### src/rtl/regbank_pkg.sv
// Shared definitions for the register-bank command sequencer: opcodes, FSM encoding, widths.
package regbank_pkg;
  localparam int DATA_W_DEF = 32;
  localparam int ADDR_W_DEF = 2;

  localparam logic [2:0] OP_ADD   = 3'd0;
  localparam logic [2:0] OP_SUB   = 3'd1;
  localparam logic [2:0] OP_AND   = 3'd2;
  localparam logic [2:0] OP_OR    = 3'd3;
  localparam logic [2:0] OP_XOR   = 3'd4;
  localparam logic [2:0] OP_LOADI = 3'd5;
  localparam logic [2:0] OP_MOV   = 3'd6;
  localparam logic [2:0] OP_READ  = 3'd7;

  typedef enum logic [2:0] {
    ST_IDLE  = 3'd0,
    ST_READ  = 3'd1,
    ST_EXEC  = 3'd2,
    ST_WRITE = 3'd3,
    ST_RESP  = 3'd4
  } state_t;
endpackage

### src/rtl/regbank_alu.sv
// Combinational ALU: result, carry/no-borrow and zero flag for every opcode.
module regbank_alu
  import regbank_pkg::*;
#(
  parameter int DATA_W = DATA_W_DEF
) (
  input  logic [DATA_W-1:0] a,
  input  logic [DATA_W-1:0] b,
  input  logic [DATA_W-1:0] imm,
  input  logic [2:0]        op,
  output logic [DATA_W-1:0] result,
  output logic              carry,
  output logic              zero
);
  logic [DATA_W:0] sum;
  logic [DATA_W:0] diff;

  always_comb begin
    sum    = {1'b0, a} + {1'b0, b};
    diff   = {1'b0, a} - {1'b0, b};
    result = '0;
    carry  = 1'b0;
    case (op)
      OP_ADD:   begin result = sum[DATA_W-1:0];  carry = sum[DATA_W];   end
      // borrow out of the extended subtract is the inverse of a >= b
      OP_SUB:   begin result = diff[DATA_W-1:0]; carry = ~diff[DATA_W]; end
      OP_AND:   result = a & b;
      OP_OR:    result = a | b;
      OP_XOR:   result = a ^ b;
      OP_LOADI: result = imm;
      OP_MOV:   result = a;
      OP_READ:  result = a;
      default:  result = '0;
    endcase
    zero = (result == '0);
  end
endmodule

### src/rtl/regbank_ctrl.sv
// Command sequencer for the 4 x 32 register bank: select, capture, compute, write back, respond.
module regbank_ctrl
  import regbank_pkg::*;
#(
  parameter int DATA_W = DATA_W_DEF,
  parameter int ADDR_W = ADDR_W_DEF
) (
  input  logic              clk,
  input  logic              rst,
  input  logic              cmd_valid,
  output logic              cmd_ready,
  input  logic [2:0]        cmd_op,
  input  logic [ADDR_W-1:0] cmd_dr,
  input  logic [ADDR_W-1:0] cmd_sr1,
  input  logic [ADDR_W-1:0] cmd_sr2,
  input  logic [DATA_W-1:0] cmd_imm,
  output logic [ADDR_W-1:0] sr1,
  output logic [ADDR_W-1:0] sr2,
  input  logic [DATA_W-1:0] rdData1,
  input  logic [DATA_W-1:0] rdData2,
  output logic [ADDR_W-1:0] dr,
  output logic              write,
  output logic [DATA_W-1:0] wrData,
  output logic              rsp_valid,
  input  logic              rsp_ready,
  output logic [DATA_W-1:0] rsp_data,
  output logic              rsp_carry,
  output logic              rsp_zero
);
  state_t            state, state_d;
  logic [2:0]        op_q;
  logic [DATA_W-1:0] imm_q, opa, opb, res_q;
  logic [DATA_W-1:0] alu_res;
  logic              alu_carry, alu_zero, carry_q, zero_q;
  logic              accept;

  // write and rsp_valid decode straight from state so reset kills them immediately
  assign cmd_ready = (state == ST_IDLE) && !rst;
  assign accept    = cmd_valid && cmd_ready;
  assign write     = (state == ST_WRITE);
  assign rsp_valid = (state == ST_RESP);
  assign wrData    = res_q;
  assign rsp_data  = res_q;
  assign rsp_carry = carry_q;
  assign rsp_zero  = zero_q;

  regbank_alu #(.DATA_W(DATA_W)) u_alu (
    .a      (opa),
    .b      (opb),
    .imm    (imm_q),
    .op     (op_q),
    .result (alu_res),
    .carry  (alu_carry),
    .zero   (alu_zero)
  );

  always_ff @(posedge clk or posedge rst) begin
    if (rst) state <= ST_IDLE;
    else     state <= state_d;
  end

  always_comb begin
    state_d = state;
    case (state)
      ST_IDLE:  if (accept) state_d = ST_READ;
      ST_READ:  state_d = ST_EXEC;
      ST_EXEC:  state_d = (op_q == OP_READ) ? ST_RESP : ST_WRITE;
      ST_WRITE: state_d = ST_RESP;
      ST_RESP:  if (rsp_ready) state_d = ST_IDLE;
      default:  state_d = ST_IDLE;
    endcase
  end

  always_ff @(posedge clk or posedge rst) begin
    if (rst) begin
      op_q    <= OP_ADD;
      imm_q   <= '0;
      dr      <= '0;
      sr1     <= '0;
      sr2     <= '0;
      opa     <= '0;
      opb     <= '0;
      res_q   <= '0;
      carry_q <= 1'b0;
      zero_q  <= 1'b0;
    end else begin
      if (accept) begin
        op_q  <= cmd_op;
        imm_q <= cmd_imm;
        dr    <= cmd_dr;
        sr1   <= cmd_sr1;
        sr2   <= cmd_sr2;
      end
      if (state == ST_READ) begin
        opa <= rdData1;
        opb <= rdData2;
      end
      if (state == ST_EXEC) begin
        res_q   <= alu_res;
        carry_q <= alu_carry;
        zero_q  <= alu_zero;
      end
    end
  end
endmodule

### config.mk
export PLATFORM = sky130hd
export DESIGN_NAME = regbank_ctrl
export DESIGN_NICKNAME = d
export VERILOG_FILES = /design/src/rtl/regbank_pkg.sv /design/src/rtl/regbank_alu.sv /design/src/rtl/regbank_ctrl.sv
export SDC_FILE = /design/constraint.sdc
export NUM_CORES = 1
export LEC_CHECK = 0
export ABC_AREA = 1
export BUFFER_PORTS_ARGS = -buffer_cell sky130_fd_sc_hd__buf_4
export CAP_MARGIN = 25
export CELL_PAD_IN_SITES_DETAIL_PLACEMENT = 1
export CELL_PAD_IN_SITES_GLOBAL_PLACEMENT = 2
export CORE_MARGIN = 2
export CORE_UTILIZATION = 34
export DETAILED_ROUTE_END_ITERATION = 7
export GPL_TIMING_DRIVEN = 0
export PLACE_DENSITY_LB_ADDON = 0.1
export RECOVER_POWER = 100
export SETUP_SLACK_MARGIN = 0.05
export SYNTH_ARGS = -nofsm -noshare
export SYNTH_HDL_FRONTEND = slang
export SYNTH_SLANG_ARGS = --single-unit
### constraint.sdc
create_clock -name clk -period 9.65 [get_ports clk]
set_input_delay 0.4825 -clock clk [delete_from_list [all_inputs] [get_ports clk]]
set_output_delay 0.4825 -clock clk [all_outputs]
set_load 0.02 [all_outputs]
==> results.md <==
Run status
* complete, but fails checks — status
* design-rule violations, max-capacitance violations, max-slew violations — failing checks

Detailed routing
* 51.8 mm — final wirelength
* 13369 — via count
* 5.07 — vias per inst
* 19.7 um — Wirelength per Cell
* 14 — drt drc
* 0 — antenna-violating nets left
* 866 — detailed router's first-iteration violation count
* 7 — router iterations before antenna repair

GRT
* 0 — number of antenna violations at the first check in global routing
* 13722 — vias in the first global route
* 0 — GRT Residual Overflow
* 27.9% — overall global routing resource usage
* 79.9 mm — first-pass GRT wire length
* 89 — largest net degree at the start of global routing

Worst setup path
* clkbuf_1 > nor2_1 > nand2_1 > inv_1 > clkbuf_1 > clkbuf_1 > nand3_1 > nand3_1 > nor2_1 > nand2_1 > nor2_1 > nand3_1 > nand2_1 — cells along the critical path
* 10 — CP max FO
* reg -> reg — critical path type
* clkbuf_1 — Worst path slowest cell
* flop — crit start category
* 4220 ps — data arrival time at the worst-slack endpoint
* flop — Critical Path Sink Type
* 10000 ps — Req. time, crit path
* 680 ps — crit-path max cell delay

Clock tree
* 0 — count of cells resized by post-cts repair
* built — clock tree from TritonCTS
* 0 — post-CTS setup-driven buffer insertion count
* 2 — Longest Clk Path Bufs
* 4 — Max H-tree Level
* 0 — Hold-fix buffers, CTS
* 142 — CTS sink count
* clkbuf_16 — root buf cell
* 60 ps — post-CTS clock slew at the launch and capture registers of the worst setup and hold paths
* 460 ps — worst skew pair latency
* 17 — number of buffers added by the clock tree synthesis step

Logic synthesis
* 100% — FFs w/ async S/R, synth
* 28.8% — sequential element share of the synthesized area
* 0.0123 mm2 — netlist area before placement
* nand2_1 — dominant cell by count in the synthesized netlist
* 28.8% — fraction of post-synthesis cell area in the top cell type by area
* 640 x nand2_1, 287 x inv_1, 205 x nor2_1 — top cells by instance count after synthesis
* 38 — number of different library cells in the post-synthesis netlist
* dfrtp_1 — Primary FF master, synth
* 0 — Ys Warns
* 142 — post-synthesis sequential element count
* 6.28 um2 — synthesized area per cell
* 1960 — synthesized instance count
* dfrtp_1 29%, nand2_1 20%, ha_1 9.8%, inv_1 8.7%, nand3_1 6.4% — main area contributors after synthesis
* 0 — count of flip-flops with a built-in enable after synthesis
* dfrtp_1 — leading area contributor after synthesis
* 2167 — net count of the mapped netlist

STA
* 0 ps — final sum of negative setup slack
* 11.0 ps — worst clock skew
* 0.258 GHz — maximum achievable frequency
* 2530 ps — Tightest Pin Transition
* 55 — final max-slew violation count
* -69.8% — max_slew headroom
* 0 — final setup violating endpoints
* 0 — Final Hold Fails
* 40.1% — share of the clock period used by the worst path after layout
* false — setup repair after global routing missed its margin
* 3870 ps — fin crit period

Placed design
* 183 — quantity of I/O buffers inserted on ports
* 42.9 mm — placed wire-length estimate
* 0.922 — RePlAce Congestion

Floorplanning
* 69 — FP Rows
* 194 um — width of the chip
* 0.0378 mm2 — Die Area
* 34.5% — initial standard-cell utilization of the core
* 194 um — Die Span Y
* 184 — I/O pin cnt
* 0.0357 mm2 — placeable core region

Final layout
* 4815 — filler cell count in the final layout
* 10.7% — layout cells sized above 1
* 0 — number of inserted diodes
* 40.9% — Layout Utilization
* 2370 — net count of the finished layout
* 18.5% — Area Overhead vs Synth

Run
* 1 — number of max-cap violations

Hold path
* in -> reg — Hold WC Path Type

## layout make-up
type	count	area (um2)	share of cell area, %
repair buffers	184	1120	7.70
flip-flops and latches	142	3550	24.4
plain buffers	104	602	4.12
clock inverters	12	159	1.09
multi-input cells	1418	7020	48.1
well taps	461	577	3.95
inverters	296	1110	7.63
clock buffers	20	447	3.06
## layout by cell type (no fill, tap or decap), types with 2 or more instances in the layout
cell,synthesis,final
buf_4,42,147
nor2_2,8,8
ha_1,96,96
nand2_1,640,642
o2111ai_1,3,3
nand3_1,158,158
o22ai_1,31,31
buf_1,3,3
clkbuf_1,33,113
inv_6,0,2
clkinvlp_4,0,2
inv_1,287,286
buf_2,20,19
o21a_1,3,3
nor2_4,3,2
a211oi_1,17,17
inv_2,7,7
o21ai_0,56,56
nand4_1,27,27
bufinv_16,0,3
buf_6,6,5
clkbuf_16,0,17
fa_1,2,2
clkinv_4,0,3
nor3_2,4,4
a21oi_1,128,128
o21bai_1,3,3
clkinv_2,1,3
and2_1,2,2
dfrtp_1,142,142
clkbuf_4,0,2
nor2_1,205,206
nor3_1,18,18
nand3_2,4,4
## registers in the layout, indices dropped and copies added, names as in the netlist, 2 cells and up
signal,count
op_q,3
opb,32
opa,32
dr,2
state,3
rsp_data,32
imm_q,32
sr1,2
sr2,2
## path summary, 6_finish.rpt
path | depth (start not counted) | slack (ps) | to | startpoint
worst max-delay path | 13 | 5780 | rsp_zero$_DFFE_PP0N_ | op_q[1]$_DFFE_PP0P_
worst min-delay path | 3 | 210 | imm_q[2]$_DFFE_PP0P_ | cmd_imm[2]
worst max register to register | 13 | 5780 | rsp_zero$_DFFE_PP0N_ | op_q[1]$_DFFE_PP0P_
worst min register to register | 2 | 480 | imm_q[26]$_DFFE_PP0P_ | imm_q[26]$_DFFE_PP0P_
max in group asynchronous | 3 | 7650 | rsp_data[2]$_DFFE_PP0N_ | rst
min in group asynchronous | 2 | 720 | imm_q[7]$_DFFE_PP0P_ | rst
## routing by layer
layer  part of all wire, %  wire length, um  GRT usage (%)
met5                     0                0              0
met2                    43            22500           43.8
met1                    50            26000           41.5
met3                   5.2             2670           2.52
met4                   1.2              645           5.84
## through the flow
step / hold WS [ps] / std cells / instance area [um2] / setup WS, ps
2_1_floorplan: 449 / 1960 / 12300 / 5360
3_5_place_dp: 468 / 2605 / 14300 / 6500
5_1_grt: 234 / 2637 / 14600 / 5520
6_report: 213 / 2637 / 14600 / 5780
3_3_place_gp: 466 / 2604 / 14300 / 3450
4_1_cts: 99.8 / 2637 / 14900 / 6480
## critical path: cells and delay by family, from the launching register on
| kind | cells | cell delay [ps] |
|---|---|---|
| flip-flops | 1 | 360 |
| buffers and inverters | 4 | 1750 |
| AND/OR/NAND/NOR | 9 | 1630 |
## cells by family (layout without fill, tap and decap cells)
logic type / Yosys count / in the layout / synth area share (%)
AOI/OAI and AO/OA: 246 / 246 / 11.0
xor gates and xnor gates: 1 / 1 / 0.0711
adders and majority gates: 98 / 98 / 10.1
buffers and inverters: 400 / 616 / 14.0
DFF: 142 / 142 / 28.8
and+or+nand+nor: 1073 / 1073 / 36.0
Power is left out: the tool's default activity adds up to more than one toggle a clock period on the data nets, which glitch-free logic cannot reach.
